`src/rtl/cs_frame_arbiter_if.sv`:
```
// Bundle of requester-side and shared-stream signals for the frame arbiter.
// The arbiter connects through the slave modport; the requester/sink side uses master.
interface cs_frame_arbiter_if #(
    parameter int N_SRC = 4
);
    logic [N_SRC-1:0]    s_req;
    logic [N_SRC-1:0]    s_gnt;
    logic [32*N_SRC-1:0] s_cs_addr;
    logic [32*N_SRC-1:0] s_cs_data;
    logic [N_SRC-1:0]    s_cs_valid;
    logic [N_SRC-1:0]    s_cs_last;
    logic [31:0]         m_cs_addr;
    logic [31:0]         m_cs_data;
    logic                m_cs_fs;
    logic                m_cs_user;
    logic                busy;
    logic [2:0]          owner;
    logic                err;

    modport master (
        output s_req, s_cs_addr, s_cs_data, s_cs_valid, s_cs_last,
        input  s_gnt, m_cs_addr, m_cs_data, m_cs_fs, m_cs_user, busy, owner, err
    );

    modport slave (
        input  s_req, s_cs_addr, s_cs_data, s_cs_valid, s_cs_last,
        output s_gnt, m_cs_addr, m_cs_data, m_cs_fs, m_cs_user, busy, owner, err
    );
endinterface

```
`src/rtl/cs_frame_arbiter.sv`:
```
// Round-robin frame arbiter: grants one requester at a time and forwards its
// words onto a shared registered stream, aborting frames on timeout or request loss.
module cs_frame_arbiter #(
    parameter int N_SRC   = 4,
    parameter int TIMEOUT = 255
) (
    input  logic               clk,
    input  logic               rst,
    cs_frame_arbiter_if.slave  bus
);
    typedef enum logic {IDLE, XFER} state_t;

    state_t             r_state;
    logic [N_SRC-1:0]   r_gnt;
    logic [2:0]         r_owner;
    logic [2:0]         r_rr_ptr;
    logic [15:0]        r_idle_cnt;
    logic               r_first;
    logic               r_busy;
    logic               r_err;
    logic               r_fs;
    logic               r_user;
    logic [31:0]        r_addr;
    logic [31:0]        r_data;

    logic [31:0]        w_addr_m [N_SRC];
    logic [31:0]        w_data_m [N_SRC];
    logic [31:0]        w_sel_addr;
    logic [31:0]        w_sel_data;
    logic               w_acc;
    logic               w_acc_last;
    logic               w_req_held;
    logic [15:0]        w_cnt_inc;
    logic               w_timeout;

    logic [2*N_SRC-1:0] w_req2;
    logic [3:0]         w_shamt;
    logic [N_SRC-1:0]   w_rot;
    logic [3:0]         w_off;
    logic [3:0]         w_sum;
    logic               w_found;
    logic [2:0]         w_win;

    // Grant is one-hot, so masking each slice by its grant bit and OR-ing gives the mux
    genvar gi;
    generate
        for (gi = 0; gi < N_SRC; gi++) begin : g_slice
            assign w_addr_m[gi] = {32{r_gnt[gi]}} & bus.s_cs_addr[32*gi +: 32];
            assign w_data_m[gi] = {32{r_gnt[gi]}} & bus.s_cs_data[32*gi +: 32];
        end
    endgenerate

    always_comb begin
        w_sel_addr = '0;
        w_sel_data = '0;
        for (int k = 0; k < N_SRC; k++) begin
            w_sel_addr = w_sel_addr | w_addr_m[k];
            w_sel_data = w_sel_data | w_data_m[k];
        end
    end

    assign w_acc      = (r_state == XFER) && |(bus.s_cs_valid & r_gnt);
    assign w_acc_last = w_acc && |(bus.s_cs_last & r_gnt);
    assign w_req_held = |(bus.s_req & r_gnt);
    assign w_cnt_inc  = r_idle_cnt + 16'd1;
    assign w_timeout  = (w_cnt_inc == 16'(TIMEOUT));

    // Rotate requests so bit 0 is the requester just after rr_ptr
    assign w_req2  = {bus.s_req, bus.s_req};
    assign w_shamt = {1'b0, r_rr_ptr} + 4'd1;
    assign w_rot   = N_SRC'(w_req2 >> w_shamt);

    always_comb begin
        w_found = 1'b0;
        w_off   = 4'd0;
        for (int j = N_SRC - 1; j >= 0; j--) begin
            if (w_rot[j]) begin
                w_found = 1'b1;
                w_off   = 4'(j);
            end
        end
        w_sum = w_shamt + w_off;
        if (w_sum >= 4'(N_SRC)) begin
            w_sum = w_sum - 4'(N_SRC);
        end
        w_win = w_sum[2:0];
    end

    always_ff @(posedge clk) begin
        if (rst) begin
            r_state    <= IDLE;
            r_gnt      <= '0;
            r_owner    <= '0;
            r_rr_ptr   <= 3'(N_SRC - 1);
            r_idle_cnt <= '0;
            r_first    <= 1'b0;
            r_busy     <= 1'b0;
            r_err      <= 1'b0;
            r_fs       <= 1'b0;
            r_user     <= 1'b0;
            r_addr     <= '0;
            r_data     <= '0;
        end else begin
            r_user <= 1'b0;
            r_fs   <= 1'b0;
            r_addr <= '0;
            r_data <= '0;
            r_err  <= 1'b0;
            case (r_state)
                IDLE: begin
                    if (w_found) begin
                        r_state    <= XFER;
                        r_gnt      <= {{(N_SRC-1){1'b0}}, 1'b1} << w_win;
                        r_owner    <= w_win;
                        r_rr_ptr   <= w_win;
                        r_busy     <= 1'b1;
                        r_idle_cnt <= '0;
                        r_first    <= 1'b1;
                    end
                end
                XFER: begin
                    if (w_acc_last) begin
                        // A last word wins over request loss or timeout in the same cycle
                        r_user     <= 1'b1;
                        r_fs       <= r_first;
                        r_addr     <= w_sel_addr;
                        r_data     <= w_sel_data;
                        r_first    <= 1'b0;
                        r_state    <= IDLE;
                        r_gnt      <= '0;
                        r_owner    <= '0;
                        r_busy     <= 1'b0;
                        r_idle_cnt <= '0;
                    end else if (!w_req_held || (!w_acc && w_timeout)) begin
                        r_err      <= 1'b1;
                        r_state    <= IDLE;
                        r_gnt      <= '0;
                        r_owner    <= '0;
                        r_busy     <= 1'b0;
                        r_idle_cnt <= '0;
                        r_first    <= 1'b0;
                    end else if (w_acc) begin
                        r_user     <= 1'b1;
                        r_fs       <= r_first;
                        r_addr     <= w_sel_addr;
                        r_data     <= w_sel_data;
                        r_first    <= 1'b0;
                        r_idle_cnt <= '0;
                    end else begin
                        r_idle_cnt <= w_cnt_inc;
                    end
                end
                default: r_state <= IDLE;
            endcase
        end
    end

    assign bus.s_gnt     = r_gnt;
    assign bus.owner     = r_owner;
    assign bus.busy      = r_busy;
    assign bus.err       = r_err;
    assign bus.m_cs_addr = r_addr;
    assign bus.m_cs_data = r_data;
    assign bus.m_cs_fs   = r_fs;
    assign bus.m_cs_user = r_user;
endmodule

```
`src/flat_wrapper.sv`:
```
// flat-port wrapper written by rule: the top's interface ports become plain ports
module cs_frame_arbiter_flat 
#(
    parameter int N_SRC   = 4,
    parameter int TIMEOUT = 255
)
  (clk, rst, bus_s_req, bus_s_cs_addr, bus_s_cs_data, bus_s_cs_valid, bus_s_cs_last, bus_s_gnt, bus_m_cs_addr, bus_m_cs_data, bus_m_cs_fs, bus_m_cs_user, bus_busy, bus_owner, bus_err);
  cs_frame_arbiter_if #(.N_SRC(N_SRC)) bus_i ();
  input  logic clk;
  input  logic rst;
  input wire logic [$bits(bus_i.s_req)-1:0] bus_s_req;
  input wire logic [$bits(bus_i.s_cs_addr)-1:0] bus_s_cs_addr;
  input wire logic [$bits(bus_i.s_cs_data)-1:0] bus_s_cs_data;
  input wire logic [$bits(bus_i.s_cs_valid)-1:0] bus_s_cs_valid;
  input wire logic [$bits(bus_i.s_cs_last)-1:0] bus_s_cs_last;
  output wire logic [$bits(bus_i.s_gnt)-1:0] bus_s_gnt;
  output wire logic [$bits(bus_i.m_cs_addr)-1:0] bus_m_cs_addr;
  output wire logic [$bits(bus_i.m_cs_data)-1:0] bus_m_cs_data;
  output wire logic [$bits(bus_i.m_cs_fs)-1:0] bus_m_cs_fs;
  output wire logic [$bits(bus_i.m_cs_user)-1:0] bus_m_cs_user;
  output wire logic [$bits(bus_i.busy)-1:0] bus_busy;
  output wire logic [$bits(bus_i.owner)-1:0] bus_owner;
  output wire logic [$bits(bus_i.err)-1:0] bus_err;
  assign bus_i.s_req = bus_s_req;
  assign bus_i.s_cs_addr = bus_s_cs_addr;
  assign bus_i.s_cs_data = bus_s_cs_data;
  assign bus_i.s_cs_valid = bus_s_cs_valid;
  assign bus_i.s_cs_last = bus_s_cs_last;
  assign bus_s_gnt = bus_i.s_gnt;
  assign bus_m_cs_addr = bus_i.m_cs_addr;
  assign bus_m_cs_data = bus_i.m_cs_data;
  assign bus_m_cs_fs = bus_i.m_cs_fs;
  assign bus_m_cs_user = bus_i.m_cs_user;
  assign bus_busy = bus_i.busy;
  assign bus_owner = bus_i.owner;
  assign bus_err = bus_i.err;
  cs_frame_arbiter #(.N_SRC(N_SRC), .TIMEOUT(TIMEOUT)) u_core (.clk(clk), .rst(rst), .bus(bus_i));
endmodule
```
`config.mk`:
```
export PLATFORM = sky130hd
export DESIGN_NAME = cs_frame_arbiter_flat
export DESIGN_NICKNAME = d
export VERILOG_FILES = /design/src/rtl/cs_frame_arbiter_if.sv /design/src/rtl/cs_frame_arbiter.sv /design/src/flat_wrapper.sv
export SDC_FILE = /design/constraint.sdc
export NUM_CORES = 1
export LEC_CHECK = 0
export ABC_CLOCK_PERIOD_IN_PS = 3850
export CELL_PAD_IN_SITES_DETAIL_PLACEMENT = 1
export CELL_PAD_IN_SITES_GLOBAL_PLACEMENT = 1
export CORE_UTILIZATION = 24
export DETAILED_ROUTE_END_ITERATION = 10
export MAX_ROUTING_LAYER = met4
export PLACE_DENSITY = 0.78
export REMOVE_ABC_BUFFERS = 1
export SLEW_MARGIN = 20
export SYNTH_ARGS = -nofsm -noshare
export SYNTH_HDL_FRONTEND = slang
export SYNTH_SLANG_ARGS = --single-unit
```
`constraint.sdc`:
```
create_clock -name clk -period 3.85 [get_ports clk]
set_clock_uncertainty 0.05 [all_clocks]
set_input_delay 0.385 -clock clk [delete_from_list [all_inputs] [get_ports clk]]
set_output_delay 0.385 -clock clk [all_outputs]
set_load 0.02 [all_outputs]
```
# == Yosys cells after proc, flatten, opt, wreduce, memory -nomap -nowiden ==
# Cells that the tools add are included.
# totals
reg_bits,96
output_inout_bits,75
memories,0
romBits,0
in_bits,270
latch_bits,0
ramBits,0
# classes
add_sub_neg,4
order_cmp,1
reduce_logical,14
div,0
n_eq_ne,4
n_mux,47
multipliers,0
shifts,2
bitwise_logic,18
# op_table
operator,count
bitwise AND 32 bit,8
two-way mux 32 bit,6
OR 32 bit,6
two-way mux 16 bit,4
one-hot mux 16 bit (2 select lines),1
two-way mux 1 bit,20
adder 16 x 1 -> 16 bit (second input constant),1
equality test 16 x 8 -> 1 bit (second input constant),1
bitwise AND 4 bit,3
two-way mux 3 bit,4
two-way mux 4 bit,3
OR reduction 4 bit,3
two-way mux 2 bit,4
one-hot mux 4 bit (2 select lines),1
right shift 8 x 4 -> 4 bit,1
one-hot mux 1 bit (2 select lines),3
one-hot mux 3 bit (2 select lines),1
AND reduction 2 bit,3
adder 3 x 1 -> 4 bit (second input constant),1
adder 4 x 2 -> 4 bit,1
greater-or-equal comparator 4 x 3 -> 1 bit (second input constant),1
inequality test 4 bit (second input constant),1
left shift 1 x 3 -> 4 bit (first input constant),1
logical AND 1 bit,3
8 further kinds,9

# == Logic depth before layout (Yosys ltp) ==
# logic_depth
word_depth,12
mapped_depth,15
mapped_depth_nobuf,14

# == Worst setup path after synthesis ==
# No wires, ideal clock.
# synth_timing
kind,flip-flop to flip-flop
start,register u_core.r_rr_ptr[0]
end,"register u_core.r_gnt[3], in the netlist u_core.bus.s_gnt[3]"
t_required_ns,3.679
path_buffers,1
setup_time_ns,0.121
arrival_ns,2.829
path_stages_with_launch,14
path_slack_ns,0.850
cell_sequence,dfxtp_1 > clkbuf_1 > nor2b_1 > a31oi_1 > inv_1 > o32ai_1 > a22oi_1 > ha_1 > fa_1 > or3_1 > and2_2 > or2b_2 > nor3_1 > mux2_2
# synth_via
elab_chain_len,12
# synth_rtl
element,line_no,source
start: declaration,cs_frame_arbiter.sv:16,logic [2:0] r_rr_ptr;
start signal: assignment,cs_frame_arbiter.sv:94,r_rr_ptr <= 3'(N_SRC - 1);
start signal: assignment,cs_frame_arbiter.sv:115,r_rr_ptr <= w_win;
adder 3 x 1 -> 4 bit *,cs_frame_arbiter.sv:70,"assign w_shamt = {1'b0, r_rr_ptr} + 4'd1;"
right shift 8 x 4 -> 4 bit,cs_frame_arbiter.sv:71,assign w_rot = N_SRC'(w_req2 >> w_shamt);
two-way mux 2 bit (4 in a row),cs_frame_arbiter.sv:77,if (w_rot[j]) begin
adder 4 x 2 -> 4 bit,cs_frame_arbiter.sv:82,w_sum = w_shamt + w_off;
greater-or-equal comparator 4 x 3 -> 1 bit / subtractor 3 bit (equally long branches),"cs_frame_arbiter.sv:83, cs_frame_arbiter.sv:84",
two-way mux 3 bit,cs_frame_arbiter.sv:83,if (w_sum >= 4'(N_SRC)) begin
left shift 1 x 3 -> 4 bit,cs_frame_arbiter.sv:113,"r_gnt <= {{(N_SRC-1){1'b0}}, 1'b1} << w_win;"
two-way mux 4 bit,cs_frame_arbiter.sv:111,if (w_found) begin
one-hot mux 4 bit (2 select lines),cs_frame_arbiter.sv:109,case (r_state)
end signal: assignment,cs_frame_arbiter.sv:113,
end: declaration,cs_frame_arbiter.sv:14,logic [N_SRC-1:0] r_gnt;
# Mark *: on every way between the ends. The rest lies on a longest branch, timed or not. The select of a mux whose other input is x is not followed.
# A chain may end at the register's enable or synchronous reset.

# == Final worst setup path ==
# layout_timing
start,input port bus_s_req[3]
end,"register u_core.r_gnt[3], in the netlist u_core.bus.s_gnt[3]"
# layout_via
elab_chain_len,11
# layout_rtl
element,line_no,source
start: declaration,flat_wrapper.sv:11,input wire logic [$bits(bus_i.s_req)-1:0] bus_s_req;
right shift 8 x 4 -> 4 bit,cs_frame_arbiter.sv:71,
two-way mux 2 bit (4 in a row),cs_frame_arbiter.sv:77,
adder 4 x 2 -> 4 bit,cs_frame_arbiter.sv:82,
greater-or-equal comparator 4 x 3 -> 1 bit / subtractor 3 bit (equally long branches),"cs_frame_arbiter.sv:83, cs_frame_arbiter.sv:84",
two-way mux 3 bit,cs_frame_arbiter.sv:83,
left shift 1 x 3 -> 4 bit,cs_frame_arbiter.sv:113,
two-way mux 4 bit,cs_frame_arbiter.sv:111,
one-hot mux 4 bit (2 select lines),cs_frame_arbiter.sv:109,
# Parallel ways exist; a longest one is shown, timed or not. The select of a mux whose other input is x is not followed.

==> out/results.ini <==
[floorplanning]
num_io_pins = 345
die_area_sq_um = 21000
fp.dieW_microns = 145
die_h_microns = 145
num_rows = 51
start_util = 0.248
core-area_sq_um = 19800

[clock_network]
cts_root_buf = clkbuf_16
cts_hold_repair.buffers = 0
cts_sinks = 96
clock_latency_ns = 0.35
htree_levels = 3
cts_buffer_depth = 2
cts_tree = yes
postCtsResizedCells = 0
clk_pin_slew_worst_paths_ns = 0.07
postCtsSetupBuffers = 0
cts_buffers = 9

[power]
vdd_drop_max_mv = 0.521
p_per_area_nw_per_um2 = 421
total_power_mw = 3.71
cellLeakagePower_nw = 2.92

[setup_path]
start_kind = primary input
critPathMaxFanout = 5
crit_arrival_ns = 3.47
reg2reg_depth = 12
timing.rr.start = u_core.r_rr_ptr[0]
crit_chain = clkdlybuf4s50_1 -> nor2b_1 -> a31oi_1 -> inv_1 -> o32ai_1 -> a22oi_1 -> ha_1 -> fa_1 -> or3_1 -> and2_2 -> or2b_2 -> nor3_1 -> mux2_2
end_kind = flop
rr_endpoint = u_core.bus.s_gnt[3]
critPathKind = primary input to flop
r2r_slack_ns = 0.59
cp_data_required_time_ns = 4.04
max_stage_delay_ns = 0.46
timing.critical_path.slowest_stage_cell = clkdlybuf4s50_1

[grt]
grt_pass1_vias = 5971
antenna_found_initial = 3
grt_overflow = 0
grt_pass1_wl_microns = 34600
grt_max_degree = 69
grt_usage = 0.222

[logic_synthesis]
synth-edff-count = 0
synth-main-ff-cell = dfxtp_1
synth_area_per_cell_sq_um = 9.08
netlist_area_sq_um = 4910
async_flop_share = 0
synth-seq-cells = 96
ys_types = 62
yosysWarnings = 0
synth-seq-area-share = 0.391
synthCells = 541

[hold_path]
min_from = u_core.r_first
hold_path.class = flop to flop
whs_endpoint = u_core.bus.m_cs_fs
holdPathStages = 2

[drt]
wl_microns = 23200
via_per_inst = 5.02
first_iter_violations = 267
ant_nets = 0
route.detailed.drc = 0
num_vias = 5671
firstDrtPassIters = 4
wire_per_inst_microns = 20.5

[placed_design]
gp_congestion = 0.835
dpl.cell_count = 1111
io_buffer_count = 344
place_hpwl_microns = 17500

[outcome]
status = complete, no violations

[sta]
fin_crit_sh = 0.851
grt_setup_unrepaired = false
finalSetupTns_ns = 0
slew_headroom = 0.426
tightest_slew_ns = 0.861
fin_crit_ns = 3.28
drv_slew = 0
fmax_ghz = 0.305
finalHoldViolations = 0
setup_viol = 0

[final_layout]
final_nets = 1132
area_delta_synth_final_pct = 79.2
layout.cells.non_filler = 1130
drive_above_1_share = 0.0684

[job]
maxCapViolCount = 0

==> cells by family (layout without fill, tap and decap cells) <==
family | count (synthesis) | in the layout | share of synthesized area
other | 0 | 3 | 0
adders and majority gates | 5 | 5 | 0.0143
buffers and inverters | 64 | 385 | 0.0713
AOI/OAI and AO/OA | 259 | 259 | 0.365
xor gates and xnor gates | 6 | 6 | 0.0107
DFF | 96 | 96 | 0.391
and+or+nand+nor | 101 | 101 | 0.127
muxes | 10 | 10 | 0.0211
==> area by class of cell <==
cell class / instances / area [sq um]
inverters: 15 / 56.3
well taps: 265 / 332
clock buffers: 12 / 256
clock inverters: 4 / 52.6
multi-input cells: 381 / 2640
fillers: 2272 / 11000
flip-flops and latches: 96 / 1930
repair buffers: 354 / 3530
diodes: 3 / 7.51
==> power breakdown <==
part | internal (mW) | switching, mW | leakage, nW | total [mW]
Clock | 0.540 | 0.410 | 0.141 | 0.950
Combinational | 0.743 | 0.887 | 2.00 | 1.63
Sequential | 1.05 | 0.0731 | 0.777 | 1.13
==> cell usage in the layout (no fill, tap or decap), drive strengths merged, types with 7 or more instances in the layout <==
cell	netlist	layout
clkdlybuf4s50	0	344
a22oi	133	133
dfxtp	96	96
a21oi	77	77
nand2	22	22
nor2	19	19
inv	15	15
clkbuf	33	12
nand3	11	11
buf	16	10
o21ai	10	10
a22o	8	8
mux2i	7	7
==> metal layers <==
metal / track usage / part of all wire / vias to the layer above
met5: - / 0 / -
met4: 0.0621 / 0.018 / 0
met3: 0.0588 / 0.062 / 20
met2: 0.402 / 0.53 / 211
met1: 0.236 / 0.39 / 2742
li1: - / - / 2698
==> registers in the layout, indices dropped and copies added (netlist names) <==
name / count
u_core.bus.m_cs_addr: 32
u_core.bus.m_cs_data: 32
u_core.r_idle_cnt: 16
u_core.bus.s_gnt: 4
u_core.bus.owner: 3
u_core.r_rr_ptr: 3
u_core.bus.busy: 1
u_core.bus.err: 1
u_core.bus.m_cs_fs: 1
u_core.bus.m_cs_user: 1
u_core.r_first: 1
u_core.r_state: 1
==> Yosys cell counts (6+ instances only) <==
cell type	count	area share
a21oi_1	76	0.077
a22o_1	7	0.012
a22oi_1	133	0.20
a31oi_1	6	0.0076
buf_6	8	0.018
clkbuf_1	30	0.023
dfxtp_1	96	0.39
inv_1	15	0.011
mux2i_1	7	0.014
nand2_1	22	0.017
nand3_1	8	0.0082
nor2_1	18	0.014
nor2b_1	6	0.0076
nor3_1	6	0.0061
o21ai_0	8	0.0082
or2b_2	6	0.011
xnor2_1	6	0.011
==> how the worst max path moves through the flow <==
| stage | start | to | slack (ns) |
|---|---|---|---|
| finish | bus_s_req[3] | u_core.bus.s_gnt[3] | 0.57 |
| global route | u_core.r_rr_ptr[0] | u_core.bus.s_gnt[3] | 0.43 |
| CTS | bus_s_req[3] | u_core.bus.s_gnt[3] | 0.57 |
| detailed placement | bus_s_req[3] | u_core.bus.s_gnt[3] | 0.20 |
| global placement | bus_s_req[3] | u_core.bus.s_gnt[3] | 0.36 |
| floorplan | u_core.bus.s_gnt[2] | u_core.bus.m_cs_user | -0.05 |
==> worst max-delay path, delay by kind of cell <==
family	cells	cell delay, ns
fa+ha+maj	2	0.62
compound gates	3	0.63
mux	1	0.28
simple gates	5	0.97
buf+inv	2	0.58
==> through the flow <==
step                      setup WS, ns   util  cell area, sq um  hold WS (ns)
after global placement           0.364  0.429              8490         0.385
after floorplan                -0.0471      -              4620         0.355
after CTS                        0.574  0.445              8790         0.398
final                            0.572  0.445              8800         0.393
after global routing             0.431  0.445              8800         0.453
after detailed placement         0.197  0.429              8490         0.386
Power figures use the tool's default switching activity.
